===== src/rtl/wb_commit_unit.sv =====
`default_nettype none
// ============================================================================
// Module      : wb_commit_unit
// Description : Multi-lane writeback/commit stage with load formatting,
//               RVFI retire order and a saturating retired-instruction count.
// Revision    : 1.0 - initial release
// ============================================================================
module wb_commit_unit #(
    parameter int N_LANES   = 2,
    parameter int COUNTER_W = 32,
    parameter int ORDER_W   = 64
) (
    input  logic                         clk_i,
    input  logic                         rst_ni,
    input  logic                         dside_stall_n_i,
    input  logic                         istall_n_i,
    input  logic                         flush_i,
    input  logic [N_LANES-1:0]           in_valid_i,
    input  logic [N_LANES-1:0]           in_reg_write_i,
    input  logic [N_LANES-1:0]           in_is_load_i,
    input  logic [N_LANES*5-1:0]         in_rd_addr_i,
    input  logic [N_LANES*3-1:0]         in_funct3_i,
    input  logic [N_LANES*2-1:0]         in_addr_lo_i,
    input  logic [N_LANES*32-1:0]        in_alu_result_i,
    input  logic [N_LANES*32-1:0]        in_load_line_i,
    output logic [N_LANES-1:0]           rf_we_o,
    output logic [N_LANES*5-1:0]         rf_waddr_o,
    output logic [N_LANES*32-1:0]        rf_wdata_o,
    output logic [N_LANES-1:0]           ret_valid_o,
    output logic [N_LANES*ORDER_W-1:0]   ret_order_o,
    output logic [COUNTER_W-1:0]         retire_count_o
);

    localparam int CNT_W = $clog2(N_LANES + 1);

    function automatic logic [31:0] fmt_load(input logic [2:0]  f3,
                                             input logic [1:0]  lo,
                                             input logic [31:0] line);
        logic [15:0] sh;
        sh = 16'(line >> {lo, 3'b000});
        case (f3)
            3'b000:  fmt_load = {{24{sh[7]}}, sh[7:0]};
            3'b001:  fmt_load = {{16{sh[15]}}, sh[15:0]};
            3'b100:  fmt_load = {24'b0, sh[7:0]};
            3'b101:  fmt_load = {16'b0, sh[15:0]};
            default: fmt_load = line;
        endcase
    endfunction

    logic                       w_take;
    logic [N_LANES-1:0]         w_acc;
    logic [N_LANES-1:0]         w_we_raw;
    logic [N_LANES-1:0]         w_we;
    logic [N_LANES*32-1:0]      w_wdata;
    logic [N_LANES*ORDER_W-1:0] w_order;
    logic [CNT_W-1:0]           w_prefix [N_LANES+1];
    logic [COUNTER_W:0]         w_cnt_sum;

    logic [N_LANES-1:0]         we_q;
    logic [N_LANES-1:0]         valid_q;
    logic [N_LANES*5-1:0]       waddr_q;
    logic [N_LANES*32-1:0]      wdata_q;
    logic [N_LANES*ORDER_W-1:0] order_q;
    logic [ORDER_W-1:0]         base_q, base_d;
    logic [COUNTER_W-1:0]       cnt_q, cnt_d;

    // Flush only matters when the pipe advances; a stalled cycle is already a bubble.
    assign w_take = dside_stall_n_i & istall_n_i & ~flush_i;
    assign w_acc  = in_valid_i & {N_LANES{w_take}};

    always_comb begin
        w_prefix[0] = '0;
        for (int k = 0; k < N_LANES; k++) begin
            w_prefix[k+1] = w_prefix[k] + CNT_W'(w_acc[k]);
        end
    end

    generate
        for (genvar k = 0; k < N_LANES; k++) begin : g_lane
            logic [4:0]  w_rd;
            logic [31:0] w_res;
            assign w_rd        = in_rd_addr_i[k*5 +: 5];
            assign w_we_raw[k] = w_acc[k] & in_reg_write_i[k] & (w_rd != 5'd0);
            assign w_res       = in_is_load_i[k]
                               ? fmt_load(in_funct3_i[k*3 +: 3], in_addr_lo_i[k*2 +: 2],
                                          in_load_line_i[k*32 +: 32])
                               : in_alu_result_i[k*32 +: 32];
            assign w_wdata[k*32 +: 32]          = (w_rd == 5'd0) ? 32'd0 : w_res;
            assign w_order[k*ORDER_W +: ORDER_W] = base_q + ORDER_W'(w_prefix[k]);
        end
    endgenerate

    // Older lane loses its write when a younger lane targets the same rd.
    always_comb begin
        w_we = w_we_raw;
        for (int j = 0; j < N_LANES; j++) begin
            for (int k = j + 1; k < N_LANES; k++) begin
                if (w_we_raw[k] && (in_rd_addr_i[k*5 +: 5] == in_rd_addr_i[j*5 +: 5])) begin
                    w_we[j] = 1'b0;
                end
            end
        end
    end

    assign w_cnt_sum = {1'b0, cnt_q} + (COUNTER_W+1)'(w_prefix[N_LANES]);
    assign cnt_d     = w_cnt_sum[COUNTER_W] ? {COUNTER_W{1'b1}} : w_cnt_sum[COUNTER_W-1:0];
    assign base_d    = base_q + ORDER_W'(w_prefix[N_LANES]);

    always_ff @(posedge clk_i or negedge rst_ni) begin
        if (!rst_ni) begin
            we_q    <= '0;
            valid_q <= '0;
            waddr_q <= '0;
            wdata_q <= '0;
            order_q <= '0;
            base_q  <= '0;
            cnt_q   <= '0;
        end else begin
            we_q    <= '0;
            valid_q <= '0;
            if (w_take) begin
                we_q    <= w_we;
                valid_q <= w_acc;
                waddr_q <= in_rd_addr_i;
                wdata_q <= w_wdata;
                order_q <= w_order;
                base_q  <= base_d;
                cnt_q   <= cnt_d;
            end
        end
    end

    assign rf_we_o        = we_q;
    assign rf_waddr_o     = waddr_q;
    assign rf_wdata_o     = wdata_q;
    assign ret_valid_o    = valid_q;
    assign ret_order_o    = order_q;
    assign retire_count_o = cnt_q;

endmodule
`default_nettype wire


===== config.mk =====
export PLATFORM = sky130hd
export DESIGN_NAME = wb_commit_unit
export DESIGN_NICKNAME = d
export VERILOG_FILES = /design/src/rtl/wb_commit_unit.sv
export SDC_FILE = /design/constraint.sdc
export NUM_CORES = 1
export LEC_CHECK = 0
export CORE_ASPECT_RATIO = 1.4
export CORE_UTILIZATION = 25
export DETAILED_ROUTE_END_ITERATION = 10
export PLACE_DENSITY_LB_ADDON = 0.05
export REMOVE_ABC_BUFFERS = 1
export SETUP_SLACK_MARGIN = 0.3
export SYNTH_ARGS = -nofsm -noshare
export SYNTH_HDL_FRONTEND = slang
export SYNTH_SLANG_ARGS = --single-unit

===== constraint.sdc =====
create_clock -name clk_i -period 4.2 [get_ports clk_i]
set_clock_uncertainty 0.05 [all_clocks]
set_input_delay 0.84 -clock clk_i [delete_from_list [all_inputs] [get_ports clk_i]]
set_output_delay 0.84 -clock clk_i [all_outputs]
set_load 0.03 [all_outputs]

After elaboration in Yosys (flattened, before gate mapping)
Index checks and enable logic that the tools add are counted.
{"block": "totals", "elab_cells": 45, "ff_bits": 302, "output_inout_bits": 238, "in_bits": 159}
{"block": "op_classes", "n_bitwise": 8, "shifts": 2, "muxes": 10, "reduce_logical": 7, "addsub": 4, "n_eq_ne": 7}
{"op": "case mux 32 bit (4 select lines)", "n": 2}
{"op": "two-way mux 32 bit", "n": 5}
{"op": "adder 64 x 1 -> 64 bit", "n": 1}
{"op": "adder 64 x 2 -> 64 bit", "n": 1}
{"op": "right shift 32 x 5 -> 16 bit", "n": 2}
{"op": "adder 32 x 2 -> 33 bit", "n": 1}
{"op": "equality test 3 bit (second input constant)", "n": 4}
{"op": "logical NOT 5 bit", "n": 2}
{"op": "nonzero test 5 bit", "n": 2}
{"op": "AND 1 bit", "n": 6}
{"op": "equality test 3 x 1 -> 1 bit (second input constant)", "n": 2}
{"op": "logical NOT 3 bit", "n": 2}
{"op": "equality test 5 bit", "n": 1}
{"op": "two-way mux 2 bit", "n": 2}
{"op": "adder 1 x 1 -> 2 bit", "n": 1}
{"op": "AND 2 bit", "n": 1}
{"op": "logical AND 1 bit", "n": 1}
{"op": "two-way mux 1 bit", "n": 1}
{"op": "NOT 1 bit", "n": 1}

Depth between registers and ports, before layout
{"block": "depth", "word_depth": 8, "mapped_depth": 13, "depth_no_buf": 11}

Worst setup path after synthesis
Ideal clock, no wire load.
{"block": "synth_timing", "kind": "input port to flip-flop", "from": "input flush_i", "to": "register cnt_q[22], in the netlist retire_count_o[22]", "required_time_ps": 4016, "setup_ps": 134, "slack_ps": 567, "stages": 13, "n_path_buf": 2, "t_arrival_ps": 3449, "path_cell_list": "and3b_1 clkbuf_1 clkbuf_1 and2_1 ha_1 xor2_1 ha_1 a31oi_1 nor4_1 nand4_1 nor3_1 xnor2_1 nand2_1"}
{"block": "synth_between", "elab_chain_cells": 6}
{"element": "from (decl)", "line_no": "17", "rtl": "input logic flush_i,"}
{"element": "NOT 1 bit *", "line_no": "68", "rtl": "assign w_take = dside_stall_n_i & istall_n_i & ~flush_i;"}
{"element": "AND 1 bit *", "line_no": "68"}
{"element": "AND 2 bit", "line_no": "69", "rtl": "assign w_acc = in_valid_i & {N_LANES{w_take}};"}
{"element": "adder 1 x 1 -> 2 bit", "line_no": "74", "rtl": "w_prefix[k+1] = w_prefix[k] + CNT_W'(w_acc[k]);"}
{"element": "adder 32 x 2 -> 33 bit", "line_no": "105", "rtl": "assign w_cnt_sum = {1'b0, cnt_q} + (COUNTER_W+1)'(w_prefix[N_LANES]);"}
{"element": "two-way mux 32 bit", "line_no": "106", "rtl": "assign cnt_d = w_cnt_sum[COUNTER_W] ? {COUNTER_W{1'b1}} : w_cnt_sum[COUNTER_W-1:0];"}
{"element": "to (signal assigned)", "line_no": "128", "rtl": "cnt_q <= cnt_d;"}
{"element": "to (decl)", "line_no": "65", "rtl": "logic [COUNTER_W-1:0] cnt_q, cnt_d;"}
Mark *: on every way between the ends. The rest lies on a longest branch, timed or not.
A chain may end at the register's enable or synchronous reset.

Final worst setup path
{"block": "layout_timing", "from": "input flush_i", "to": "register base_q[57]"}
{"block": "layout_between", "elab_chain_cells": 5}
{"element": "NOT 1 bit *", "line_no": "68"}
{"element": "AND 1 bit *", "line_no": "68"}
{"element": "AND 2 bit", "line_no": "69"}
{"element": "adder 1 x 1 -> 2 bit", "line_no": "74"}
{"element": "adder 64 x 2 -> 64 bit", "line_no": "107", "rtl": "assign base_d = base_q + ORDER_W'(w_prefix[N_LANES]);"}
{"element": "to (signal assigned)", "line_no": "127", "rtl": "base_q <= base_d;"}
{"element": "to (decl)", "line_no": "64", "rtl": "logic [ORDER_W-1:0] base_q, base_d;"}
Marks and branches as above.

==> impl_summary.txt <==
----------------------------------------------------
[Clock network]
  Hold bufs inserted after CTS ... 0
  CTS sink cnt ... between 300 and 400
  Max Root-Sink Buffers ... 3
  H-tree depth reported by CTS ... 2
  Number of buffers added for setup after CTS ... 0
  Clock Pin Slew Worst Setup and Hold Paths ... 60 ps
  Number of CTS-inserted buffers ... 38
  Clock insertion delay at the later pin of the skew report ... 570 ps
  CTS tree ... yes
  Cell at the root of the clock tree ... clkbuf_16
  Number of instances resized during post-cts repair ... 0

[Detailed routing]
  Average wire per cell in the routed design ... 20.92 microns
  Via density ... 4.789
  Vias ... 13,480
  Count of unresolved DRC violations after routing ... 0
  Drt initial violations ... 683
  Number of detailed-route iterations in the first pass ... 5
  Drt total wl ... ~59,000 microns
  Post-DRT Antenna Nets ... 0

[Cells and area]
  Highest-count cells in the layout ignoring fill and taps ... nand2_1 (431), clkdlybuf4s50_1 (395), dfrtp_1 (302), o21ai_0 (153), nor2_1 (101)
  Number of fillers in the final layout ... 6,127
  Most common cell after layout, fill and taps aside ... nand2_1
  Share of layout cells above drive strength 1 ... 6.014%
  Area overhead of the layout relative to synthesis ... 40.40%
  Post-layout net count ... 2,200

[Floorplanning]
  Height of the chip ... 291.7 microns
  Core region area ... 58,990 sq um
  Overall die area ... 60,950 sq um
  Initial Utilization ... between 20% and 30%
  Number of primary I/O pins ... 397
  Horiz. Die Dim ... 208.9 microns
  Count of standard-cell rows ... 105

[Synthesis]
  Share of the synthesized area in the top cell type ... 50.42%
  Combined area of all synthesized cells ... about 15,000 sq um
  Cell taking the most area after synthesis ... dfrtp_1
  Top flip-flop cell by instance count after synthesis ... dfrtp_1
  Post-synth ARST share ... 100.0%
  Number of enable-type register cells in the synthesized netlist ... 0
  Synth cell types ... 61
  Sequential-to-total area share from yosys stat ... around half
  Number of warnings issued by yosys ... 0
  Synthesized area per cell ... 8.944 sq um
  Leading post-synthesis cells by cell area ... dfrtp_1 (50%), nand2_1 (11%), o21ai_0 (5.1%)
  FF+latch count, synth ... 302
  Synthesized netlist cell count ... 1,676

[Setup path]
  CP Data Required Time ... roughly 4600 ps
  Type of the worst setup path ... input port to register
  CP arrival ... about 3800 ps
  Reg-to-Reg Start ... base_q[20]
  Capture instance of the worst register-to-register path ... ret_order_o[126]
  Setup crit end kind ... register
  Kind of start point of the critical path ... input port
  Worst-path fanout max ... 5
  R2R setup slack ... around 1300 ps
  Worst reg2reg path depth ... 6

[Pwr]
  Overall power ... 8.047 mW
  Int Pwr ... 5.688 mW
  Leakage power figure ... 9.066 nW
  Power density of the placed cells ... 382.4 nW/um^2
  P_sw ... 2.359 mW
  Logic pwr share ... 17.6%
  Clock network fraction of design power ... 42.2%
  Proportion of total power due to net switching ... 29.32%
  Peak ir drop on the vdd network ... 0.2569 mV
  Sequential group share of total power ... 40.2%

[Timing]
  Final period utilization ... 81.32%
  Max Transition Viols Final ... 0
  Number of hold violations in the final report ... 0
  Worst-margin pin slew ... 1211 ps
  Worst rel slew slack ... 19.27%
  Final critical-path setup slack ... 784.5 ps
  Setup violation total in the final timing report ... 0
  Highest Clock Rate ... 0.2928 GHz
  RSZ-0062 raised after global routing ... false
  Time the final worst path needs with I/O delays and setup ... 3415 ps
  Post-route setup TNS ... 0 ps

[Global routing]
  Total routing resource utilization after global routing ... between 10% and 20%
  Antenna violations before repair ... 8
  Via count of the first global-routing pass ... roughly 14,000
  First-pass GRT wire length ... 90,070 microns
  Global-route congestion overflow total ... 0
  Maximum number of pins on one net before global-route repair ... 232

[Job]
  MaxCap Viol Count ... 0

[Placed design]
  HPWL after DPL ... 43,950 microns
  Port-buffer cells ... 396
  Final estimated routing congestion in global placement ... 0.8721
  Pre-CTS WS ... around 210 ps

[Min path]
  Worst min path class ... input port to async pin

[Run status]
  Result of the run ... completed

----------------------------------------------------
## flip-flops by register name, summed over array words and instances (netlist names)
register	flops
base_q	64
ret_order_o	128
ret_valid_o	2
retire_count_o	32
rf_waddr_o	10
rf_wdata_o	64
rf_we_o	2
## worst max path at each step
| stage | from | to | depth (start not counted) |
|---|---|---|---|
| after global placement | flush_i | base_q[57] | 11 |
| after floorplan | istall_n_i | rf_wdata_o[61] | 4 |
| after CTS | flush_i | base_q[57] | 11 |
| after global routing | flush_i | base_q[57] | 11 |
| final | flush_i | base_q[57] | 11 |
| after detailed placement | flush_i | base_q[57] | 11 |
## stage by stage
stage	cells	hold WS [ps]	cell area [sq um]	utilization [%]
6_report	2815	251.3	21050	35.68
5_1_grt	2815	298.7	21050	35.68
4_1_cts	2811	268.2	21040	35.66
3_5_place_dp	2744	413.1	19780	33.52
3_3_place_gp	2744	410.2	19780	33.52
2_1_floorplan	1558	431.5	14500	-
## power by group through the flow
stage          combinational (mW)  sequential, mW  clock [mW]
3_3_place_gp                 1.43            3.28           0
6_report                     1.41            3.24        3.39
3_5_place_dp                 1.43            3.28           0
2_1_floorplan               0.305            3.60           0
5_1_grt                      1.52            3.26        3.61
4_1_cts                      1.43            3.24        3.53
## area by class of cell
cell class | count | area (sq um) | area share [%]
Clock inverter | 15 | 175.2 | 0.8323
Antenna cell | 4 | 10.01 | 0.04756
Inverter | 23 | 86.33 | 0.4102
Clock buffer | 52 | 1085 | 5.155
Sequential cell | 302 | 7557 | 35.91
Tap cell | 749 | 937.1 | 4.453
Multi-Input combinational cell | 1233 | 6868 | 32.63
Timing Repair Buffer | 437 | 4327 | 20.56
## synthesized netlist by cell type, types with 5 or more instances
library cell	instances
nand2_1	431
dfrtp_1	302
o21ai_0	153
nor2_1	101
clkbuf_1	86
xnor2_1	83
xor2_1	70
nand3_1	52
nor3_1	37
nand4_1	35
a21oi_1	30
o22ai_1	26
inv_1	23
and3_1	21
mux2i_1	19
a22o_1	16
nor4_1	16
o221ai_1	16
a221oi_1	14
buf_1	11
buf_2	11
or3_1	10
nand2b_1	9
nand3b_1	9
a22oi_1	8
and2_1	8
a31oi_1	6
ha_1	6
nor2b_1	6
clkbuf_2	5
o21ai_1	5
## metal layers
layer  part of all wire (%)  routed length, microns  global-route usage, %
met2                     52                   30400                  34.50
met1                     39                   23220                  22.47
met4                    3.1                    1810                  6.385
met5                  0.098                      58                      0
met3                    5.8                    3401                  4.829
## worst max-delay path: stages
cell and delay (ps):
clkdlybuf4s50_1 480, and3b_4 220, and2_1 190, ha_1 350, ha_1 210, nand2b_1 70
a21boi_0 440, o211ai_1 310, nor2_1 410, nand3_1 150, xnor2_1 150
## kinds of logic (layout without fill, tap and decap cells)
kind of cell             after synthesis  after routing  synth area share, %
XOR/XNOR                             153            153                8.940
other                                  0              4                    0
buffers and inverters                141            527                3.815
AND/OR/NAND/NOR                      761            761                23.08
adder cells (fa/ha/maj)                6              6               0.5008
AO/OA/AOI/OAI                        290            290                11.60
flip-flops                           302            302                50.42
multiplexers                          23             23                1.644
Power figures use the tool's default switching activity.
